--- config.mk ---
export PLATFORM = sky130hd
export DESIGN_NAME = fmul_issue_ctrl
export DESIGN_NICKNAME = d
export VERILOG_FILES = /design/src/rtl/fmul_pkg.sv /design/src/rtl/fmul_res_fifo.sv /design/src/rtl/fmul_issue_ctrl.sv
export SDC_FILE = /design/constraint.sdc
export NUM_CORES = 1
export LEC_CHECK = 0
export ABC_CLOCK_PERIOD_IN_PS = 9900
export CAP_MARGIN = 20
export CELL_PAD_IN_SITES_DETAIL_PLACEMENT = 0
export CELL_PAD_IN_SITES_GLOBAL_PLACEMENT = 1
export CORE_ASPECT_RATIO = 2
export CORE_MARGIN = 3
export CORE_UTILIZATION = 50
export DETAILED_ROUTE_END_ITERATION = 8
export GPL_TIMING_DRIVEN = 0
export PLACE_DENSITY = 0.94
export SYNTH_ARGS = -nofsm -noshare
export SYNTH_HDL_FRONTEND = slang
export SYNTH_SLANG_ARGS = --single-unit
--- constraint.sdc ---
create_clock -name clk -period 9.9 [get_ports clk]
set_clock_uncertainty 0.15 [all_clocks]
set_input_delay 2.97 -clock clk [delete_from_list [all_inputs] [get_ports clk]]
set_output_delay 2.97 -clock clk [all_outputs]
set_load 0.01 [all_outputs]
--- src/rtl/fmul_pkg.sv ---
// Shared definitions for the FP multiplier issue/collect slice: status bit
// positions, the status type and the packed-float width helper.
package fmul_pkg;

    localparam int STATUS_W = 5;
    localparam int ST_NV    = 4;
    localparam int ST_DZ    = 3;
    localparam int ST_OF    = 2;
    localparam int ST_UF    = 1;
    localparam int ST_NX    = 0;

    typedef logic [STATUS_W-1:0] status_t;

    function automatic int flen(input int expo_w, input int mant_w);
        return 1 + expo_w + mant_w;
    endfunction

endpackage

--- src/rtl/fmul_res_fifo.sv ---
// Synchronous result FIFO with combinational head read; pointers wrap modulo
// DEPTH and a pop while empty is ignored.
module fmul_res_fifo #(
    parameter int WIDTH = 37,
    parameter int DEPTH = 8,
    localparam int CW   = $clog2(DEPTH + 1)
) (
    input  logic             clk,
    input  logic             rst_n,
    input  logic             push,
    input  logic [WIDTH-1:0] wdata,
    input  logic             pop,
    output logic             valid,
    output logic [WIDTH-1:0] rdata,
    output logic [CW-1:0]    count
);
    localparam int PW = (DEPTH > 1) ? $clog2(DEPTH) : 1;

    logic [WIDTH-1:0] mem [DEPTH];
    logic [PW-1:0]    head_q, head_d, tail_q, tail_d;
    logic [CW-1:0]    cnt_q, cnt_d;
    logic             do_pop;

    function automatic logic [PW-1:0] ptr_inc(input logic [PW-1:0] p);
        return (p == PW'(DEPTH - 1)) ? '0 : p + PW'(1);
    endfunction

    always_comb begin
        do_pop = pop & (cnt_q != '0);
        head_d = do_pop ? ptr_inc(head_q) : head_q;
        tail_d = push ? ptr_inc(tail_q) : tail_q;
        cnt_d  = cnt_q;
        if (push && !do_pop) begin
            cnt_d = cnt_q + CW'(1);
        end else if (!push && do_pop) begin
            cnt_d = cnt_q - CW'(1);
        end
    end

    always_ff @(posedge clk or negedge rst_n) begin
        if (!rst_n) begin
            head_q <= '0;
            tail_q <= '0;
            cnt_q  <= '0;
        end else begin
            head_q <= head_d;
            tail_q <= tail_d;
            cnt_q  <= cnt_d;
        end
    end

    // Storage carries no reset; stale entries are never visible because the
    // read port is masked whenever the FIFO is empty.
    always_ff @(posedge clk) begin
        if (push) begin
            mem[tail_q] <= wdata;
        end
    end

    assign valid = (cnt_q != '0);
    assign rdata = valid ? mem[head_q] : '0;
    assign count = cnt_q;

endmodule

--- src/rtl/fmul_issue_ctrl.sv ---
// Issue/collect wrapper for the fixed-latency FP multiplier: registers operands,
// tracks in-flight ops, queues results in issue order and keeps sticky flags.
module fmul_issue_ctrl
    import fmul_pkg::*;
#(
    parameter int EXPO_W     = 8,
    parameter int MANT_W     = 23,
    parameter int LAT        = 3,
    parameter int FIFO_DEPTH = 8,
    localparam int FLEN      = flen(EXPO_W, MANT_W)
) (
    input  logic            clk,
    input  logic            rst_n,
    input  logic            in_valid,
    output logic            in_ready,
    input  logic [FLEN-1:0] in_a,
    input  logic [FLEN-1:0] in_b,
    input  logic [1:0]      in_rnd,
    output logic [FLEN-1:0] mul_a,
    output logic [FLEN-1:0] mul_b,
    output logic [1:0]      mul_rnd,
    input  logic [FLEN-1:0] mul_res,
    input  status_t         mul_status,
    output logic            out_valid,
    input  logic            out_ready,
    output logic [FLEN-1:0] out_res,
    output status_t         out_status,
    output status_t         fflags,
    input  logic            flags_clr,
    output logic            busy
);
    localparam int CW = $clog2(FIFO_DEPTH + 1);
    localparam int EW = FLEN + STATUS_W;

    logic [FLEN-1:0] mul_a_q, mul_a_d, mul_b_q, mul_b_d;
    logic [1:0]      mul_rnd_q, mul_rnd_d;
    logic [LAT-1:0]  vpipe_q, vpipe_d;
    logic [CW-1:0]   inflight_q, inflight_d;
    status_t         fflags_q, fflags_d;
    logic [CW-1:0]   fifo_cnt;
    logic [CW:0]     credit_used;
    logic [EW-1:0]   fifo_rdata;
    logic            fire, capture;

    // Credit counts both in-flight ops and queued results, so every launched op
    // already owns a FIFO slot; uses registered state only.
    assign credit_used = {1'b0, inflight_q} + {1'b0, fifo_cnt};
    assign in_ready    = credit_used < (CW + 1)'(FIFO_DEPTH);

    always_comb begin
        fire    = in_valid & in_ready;
        capture = vpipe_q[LAT-1];

        mul_a_d   = fire ? in_a   : mul_a_q;
        mul_b_d   = fire ? in_b   : mul_b_q;
        mul_rnd_d = fire ? in_rnd : mul_rnd_q;

        vpipe_d[0] = fire;
        for (int i = 1; i < LAT; i++) begin
            vpipe_d[i] = vpipe_q[i-1];
        end

        inflight_d = inflight_q;
        if (fire && !capture) begin
            inflight_d = inflight_q + CW'(1);
        end else if (!fire && capture) begin
            inflight_d = inflight_q - CW'(1);
        end

        // A clear coinciding with a capture keeps the new event.
        fflags_d = flags_clr ? '0 : fflags_q;
        if (capture) begin
            fflags_d = fflags_d | mul_status;
        end
    end

    always_ff @(posedge clk or negedge rst_n) begin
        if (!rst_n) begin
            mul_a_q    <= '0;
            mul_b_q    <= '0;
            mul_rnd_q  <= '0;
            vpipe_q    <= '0;
            inflight_q <= '0;
            fflags_q   <= '0;
        end else begin
            mul_a_q    <= mul_a_d;
            mul_b_q    <= mul_b_d;
            mul_rnd_q  <= mul_rnd_d;
            vpipe_q    <= vpipe_d;
            inflight_q <= inflight_d;
            fflags_q   <= fflags_d;
        end
    end

    fmul_res_fifo #(
        .WIDTH (EW),
        .DEPTH (FIFO_DEPTH)
    ) u_res_fifo (
        .clk   (clk),
        .rst_n (rst_n),
        .push  (capture),
        .wdata ({mul_res, mul_status}),
        .pop   (out_ready),
        .valid (out_valid),
        .rdata (fifo_rdata),
        .count (fifo_cnt)
    );

    assign mul_a      = mul_a_q;
    assign mul_b      = mul_b_q;
    assign mul_rnd    = mul_rnd_q;
    assign out_res    = fifo_rdata[EW-1:STATUS_W];
    assign out_status = fifo_rdata[STATUS_W-1:0];
    assign fflags     = fflags_q;
    assign busy       = (inflight_q != '0) || (fifo_cnt != '0);

    a_no_capture_when_full : assert property (
        @(posedge clk) disable iff (!rst_n) capture |-> (fifo_cnt < CW'(FIFO_DEPTH))
    );

endmodule

==> out/metrics.yaml, run 1 <==
logic_synthesis:
  syn_area_per_cell_um2: 21.16
  postSynth.topFlopCell: "edfxtp_1"
  synth.ff_latch_count: 384
  ys_async_sr_fraction_pct: 22.92
  post_synth_edffs: 296
  warning_count_from_the_yosys_run: 0
  synthesis.nets: 821
  post_synthesis_sequential_area_ratio_pct: 75.10
  ys_types: 37
  syn-cell-area_um2: 14770
  syn_inst: 698
timing:
  count_of_pins_over_their_slew_limit: 0
  max_freq_ghz: 0.1519
  fin_setup_tns_ps: 0
  period_share_pct: 66.48
  post-route-min-period_ps: 6582
  transition_at_the_pin_with_the_smallest_max_transition_slack_ps: 937.8
  setup_violations: 0
  hold_viol: 0
  slew-limit-headroom_pct: 37.25
  rsz0062_at_grt: "no"
power_and_ir_drop:
  peakVddDrop_uv: 244.6
  power.total_mw: 5.586
  leakagePower_nw: 6.402
  power.density_nw_per_um2: 299.1
routing:
  detailroute.via_count: 7735
  detail-route-antenna-nets: 0
  viasPerCell: 5.742
  route.final.wire_length_mm: 31.66
  detail_route.wl_per_cell_um: 23.51
  detail_route.drc_violations: 0
  drt-pass1-iter-count: 5
  drt_first_iter_violations: 655
critical_path:
  crit_path_end_kind: "output pin"
  reg2reg_setup_slack_ps: 6260
  worstPathRequired_ps: 6780
  regToRegEndpoint: "inflight_q[3]"
  crit_type: "reg -> out"
  start_kind: "flip-flop"
  critPathArrivalTime_ps: 3460
  timing.critical_path.max_delay_family: "buffers and inverters"
  critical-path-slowest-cell: "nor2_1"
  timing.rr.start: "inflight_q[3]"
  worstPathBufferInverterCount: 2
  path_cells: "nor4_2 > nor2_1 > clkbuf_1 > a22o_1 > clkdlybuf4s50_1"
  biggest_cell_delay_along_the_critical_path_ps: 730
  reg2regPathDepth: 11
  critPathMaxFanout: 10
place:
  buffers_added_on_ports: 218
  hpwlAfterDp_mm: 21.51
  place.gp.congestion: 0.7777
  numPlacedInstances: 1291
clock_tree:
  cts_sink_cnt: 384
  post_cts_resized: 0
  clkSlewWorstSetupHoldPaths_ps: 70
  post-cts-setup-buffers: 0
  cts_buffers: 31
  root_buffer_master: "clkbuf_16"
  holdBufCountCts: 0
  clk_latency_worst_skew_pair_ps: 560
  cts_buffer_depth: 3
  h-tree-depth: 1
  clock_tree_from_tritoncts: "yes"
min_path:
  hold_critical_path_endpoint: "vpipe_q[1]"
  min_delay_path_depth: 0
  kind_of_path_behind_the_tightest_hold_check: "reg -> reg"
  min_from: "vpipe_q[0]"
finish:
  layout_common_cells: "296 x edfxtp_1, 217 x clkdlybuf4s50_1, 88 x dfrtp_1"
  mostFrequentLayoutCell: "edfxtp_1"
  final_nets: 1087
  syn2layout_area_growth_pct: 26.46
  post_layout_nonfiller_instances: 1347
  proportion_of_layout_cells_with_a_drive_suffix_above_1_pct: 21.30
floorplan:
  core_um2: 28960
  initial_utilization_pct: 51.00
  floorplan.die.width_um: 127.5
  die_height_um: 249.0
  fp-row-count: 88
  io_pins: 219
  fp.dieArea_um2: 31760
global_route:
  grt_first_pass_wirelength_mm: 49.78
  grt_pass1_vias: 8693
  grt_remaining_overflow: 0
  grt_start_max_net_pins: 71
  grt_antenna_before_repair: 1
  all_layer_gr_usage_pct: 20.42
run:
  maxCapViolCount: 0
run_status:
  outcome: "finished clean"
state kept, by name, indices dropped and copies added, names as in the netlist:
signal             cells
mul_rnd                2
u_res_fifo.mem       296
mul_a                 32
u_res_fifo.head_q      3
vpipe_q                3
fflags                 5
mul_b                 32
u_res_fifo.tail_q      3
inflight_q             4
u_res_fifo.count       4
worst max path at each step:
stage	slack [ps]	start	end	cells past startpoint
2_1_floorplan	4430	in_valid	inflight_q[3]	10
3_3_place_gp	2470	rst_n	mul_b[3]	1
3_5_place_dp	3670	in_valid	inflight_q[3]	11
4_1_cts	3270	u_res_fifo.count[0]	out_res[24]	5
5_1_grt	3140	u_res_fifo.count[0]	out_res[24]	5
6_report	3320	u_res_fifo.count[0]	out_res[24]	5
power by group:
part / internal [mW] / switching (mW)
combinational: 1.22 / 1.01
clock: 0.651 / 0.542
sequential: 2.02 / 0.143
total: 3.89 / 1.70
cell families after synthesis:
logic type	Yosys count	synth area share [%]
AO/OA/AOI/OAI	61	3.381
AND/OR/NAND/NOR	44	1.559
flip-flops	384	75.10
multiplexers	147	16.83
XOR/XNOR	4	0.2372
buffers and inverters	43	1.517
adder cells (fa/ha/maj)	15	1.373
cell type report:
cell class / count / area, um^2
antenna: 1 / 2.502
tap: 360 / 450.4
buffer: 34 / 190.2
fill: 1939 / 10280
clock buffer: 34 / 787.0
sequential: 384 / 11090
timing repair buffer: 233 / 2425
multi-input combinational: 271 / 3508
clock inverter: 21 / 187.7
inverter: 9 / 33.78
layer usage:
layer	track usage, %	wire length, um	vias up
met5	0	0	-
met4	6.689	917	0
met3	4.807	2324	54
met2	37.43	17460	311
met1	23.09	10960	4000
li1	-	-	3370
per-stage QoR:
stage                     cell area (um^2)  setup slack, ps  hold WS (ps)  utilization, %
final                                18680             3318         203.7           64.49
after global routing                 18680             3143         211.5           64.49
after CTS                            18670             3268         206.1           64.48
after detailed placement             17700             3673         190.5           61.12
after global placement               17400             2466         182.4           60.09
after floorplan                      14770             4427         181.2               -
worst reg2reg max path, cell delays in order, from the launching register on:
cell      delay [ps]
dfrtp_1          450
ha_1             340
or4b_4           530
a21oi_4          180
buf_6            190
buf_6            190
ha_1             280
inv_1            150
ha_1             370
or4_1            480
o211ai_1         110
o211ai_1         100
cells in the mapped netlist (4+ instances only):
cell type,count,area [um^2]
a21oi_1,4,20.02
a22o_1,37,324.1
buf_2,11,55.05
buf_4,5,37.54
buf_6,4,45.04
clkbuf_1,14,52.55
dfrtp_1,88,2202
edfxtp_1,296,8889
ha_1,13,162.7
inv_1,8,30.03
mux2_1,29,326.6
mux2_2,42,473.0
mux4_2,74,1667
nand2_1,14,52.55
nand2b_1,4,25.02
nand3_1,4,20.02
nor2_1,7,26.28
nor3_1,5,25.02
o211ai_1,4,30.03
o21ai_0,9,45.04
xnor2_1,4,35.03
Power figures use the tool's default switching activity.
==> inputs of run 2 (changes only) <==
--- a/config.mk
+++ b/config.mk
@@ -5,16 +5,16 @@
 export SDC_FILE = /design/constraint.sdc
 export NUM_CORES = 1
 export LEC_CHECK = 0
-export ABC_CLOCK_PERIOD_IN_PS = 9900
+export ABC_CLOCK_PERIOD_IN_PS = 6100
 export CAP_MARGIN = 20
 export CELL_PAD_IN_SITES_DETAIL_PLACEMENT = 0
 export CELL_PAD_IN_SITES_GLOBAL_PLACEMENT = 1
 export CORE_ASPECT_RATIO = 2
 export CORE_MARGIN = 3
-export CORE_UTILIZATION = 50
+export CORE_UTILIZATION = 47
 export DETAILED_ROUTE_END_ITERATION = 8
 export GPL_TIMING_DRIVEN = 0
-export PLACE_DENSITY = 0.94
+export PLACE_DENSITY = 0.9
 export SYNTH_ARGS = -nofsm -noshare
 export SYNTH_HDL_FRONTEND = slang
 export SYNTH_SLANG_ARGS = --single-unit
==> constraint.sdc (replaced) <==
create_clock -name clk -period 6.1 [get_ports clk]
set_clock_uncertainty 0.15 [all_clocks]
set_input_delay 1.83 -clock clk [delete_from_list [all_inputs] [get_ports clk]]
set_output_delay 1.83 -clock clk [all_outputs]
set_load 0.01 [all_outputs]
==> run 2 against run 1 <==
Register-to-register slack worse by 3800 ps. Worst setup slack worse by 2600 ps. Final cell count increased by 4.5%. Utilization fell by 3.6 points. Clock-buffer cell count up 7. Die area rose by 6.1%. Non-clock buffer count unchanged.
==> out/metrics.yaml, run 2 (synthesized netlist as in run 1, its figures left out) <==
place:
  place.gp.congestion: 0.7356
  numPlacedInstances: 1349
  dpl-instance-area_um2: 17760
  placement.setup.worst_slack_ps: 1024
  hpwlAfterDp_mm: 21.10
  buffers_added_on_ports: 218
run_status:
  outcome: "finished clean"
routing:
  detail-route-antenna-nets: 0
  detail_route.wl_per_cell_um: 22.65
  detailroute.via_count: 7720
  viasPerCell: 5.483
  drt-pass1-iter-count: 4
  drt_first_iter_violations: 576
  route.final.wire_length_mm: 31.89
  detail_route.drc_violations: 0
clock_tree:
  clk_latency_worst_skew_pair_ps: 520
  holdBufCountCts: 0
  cts_sink_cnt: 384
  cts_buffer_depth: 3
  post_cts_resized: 0
  clock_tree_from_tritoncts: "yes"
  root_buffer_master: "clkbuf_16"
  clkSlewWorstSetupHoldPaths_ps: 70
  post-cts-setup-buffers: 0
  h-tree-depth: 2
  cts_buffers: 34
timing:
  max_freq_ghz: 0.1844
  worst_hold_slack_ps: 196.8
  fin_setup_tns_ps: 0
  setup_violations: 0
  post-route-min-period_ps: 5424
  hold_viol: 0
  rsz0062_at_grt: "no"
  count_of_pins_over_their_slew_limit: 0
  slew-limit-headroom_pct: 32.02
  period_share_pct: 88.92
  transition_at_the_pin_with_the_smallest_max_transition_slack_ps: 1016
  setup_ws_ps: 676.1
global_route:
  grt_most_used_layer: "met2"
  grt_antenna_before_repair: 0
  grt_pass1_vias: 8515
  grt_start_max_net_pins: 68
  grt_first_pass_wirelength_mm: 49.51
  all_layer_gr_usage_pct: 19.04
  grt_use_met3_pct: 4.515
  grt_remaining_overflow: 0
  fraction_of_met1_tracks_used_by_global_routing_pct: 21.27
  gr-usage-met2_pct: 35.32
critical_path:
  critPathArrivalTime_ps: 3440
  crit_type: "reg -> out"
  worstPathRequired_ps: 4120
  crit_path_end_kind: "output pin"
  critPathMaxFanout: 10
  start_kind: "flip-flop"
finish:
  multi_input_comb_area_um2: 3508
  final_nets: 1090
  num-fill-cells: 2309
  largest_reg_flops: 296
  proportion_of_layout_cells_with_a_drive_suffix_above_1_pct: 21.72
  syn2layout_area_growth_pct: 27.65
  layout_common_cells: "296 x edfxtp_1, 217 x clkdlybuf4s50_1, 88 x dfrtp_1"
  mostFrequentLayoutCell: "edfxtp_1"
  final_design_area_no_fill_um2: 18850
  final-seq-area_um2: 11090
  insertedDiodeCount: 0
  regMostFlops: "u_res_fifo.mem"
  post_layout_nonfiller_instances: 1408
floorplan:
  io_pins: 219
  fp-row-count: 91
  initial_utilization_pct: 47.69
  die_height_um: 256.7
  fp.dieArea_um2: 33710
  core_um2: 30970
  floorplan.die.width_um: 131.3
power_and_ir_drop:
  power.density_nw_per_um2: 491.4
  peakVddDrop_uv: 334.6
  leakagePower_nw: 6.465
run:
  maxCapViolCount: 0
min_path:
  kind_of_path_behind_the_tightest_hold_check: "reg -> reg"
-- run 2: cell count changes in the layout (fill, tap and decap cells not counted), moves of 2 or more --
cell and delta:
clkbuf_16 +4, clkinv_1 -4, inv_6 +2, clkbuf_1 +3, clkinvlp_2 -2, buf_8 -2
-- run 2: area by class of cell --
type	instances	area share (%)
plain buffers	34	1.009
repair buffers	233	12.80
inverters	9	0.1792
clock buffers	41	4.765
flip-flops and latches	384	58.83
multi-input cells	271	18.61
clock inverters	18	1.029
well taps	418	2.774
-- run 2: final timing paths --
check	startpoint	to	slack, ps	depth (start not counted)
worst max register to register	u_res_fifo.count[3]	inflight_q[3]	2510	11
worst min-delay path	vpipe_q[0]	vpipe_q[1]	200	0
min in group asynchronous	rst_n	fflags[0]	1060	1
worst max-delay path	u_res_fifo.count[0]	out_res[22]	680	5
worst min register to register	vpipe_q[0]	vpipe_q[1]	200	0
max in group asynchronous	rst_n	mul_b[5]	4100	2
-- run 2: power breakdown --
group | switching (mW) | total, mW | internal (mW) | leakage [nW]
logic | 1.65 | 3.63 | 1.98 | 2.21
clock network | 0.940 | 2.13 | 1.19 | 0.530
registers | 0.226 | 3.50 | 3.28 | 3.72
-- run 2: routing by layer --
layer / wire length, um / vias to the layer above
met5: 0 / -
met4: 963 / 0
met3: 2101 / 65
met2: 17620 / 266
met1: 11200 / 4016
li1: - / 3373
-- run 2: worst max-delay path, cell delays in order (launching register included) --
cell             delay (ps)
dfrtp_1                 530
nor4_2                  130
nor2_1                  790
clkbuf_1                580
a22o_1                  330
clkdlybuf4s50_1         570
-- run 2: metrics by stage --
step / power (mW) / utilization [%]
floorplan: 5.566 / -
global placement: 7.103 / 56.42
detailed placement: 7.246 / 57.34
CTS: 9.403 / 60.87
global route: 9.744 / 60.87
finish: 9.263 / 60.87
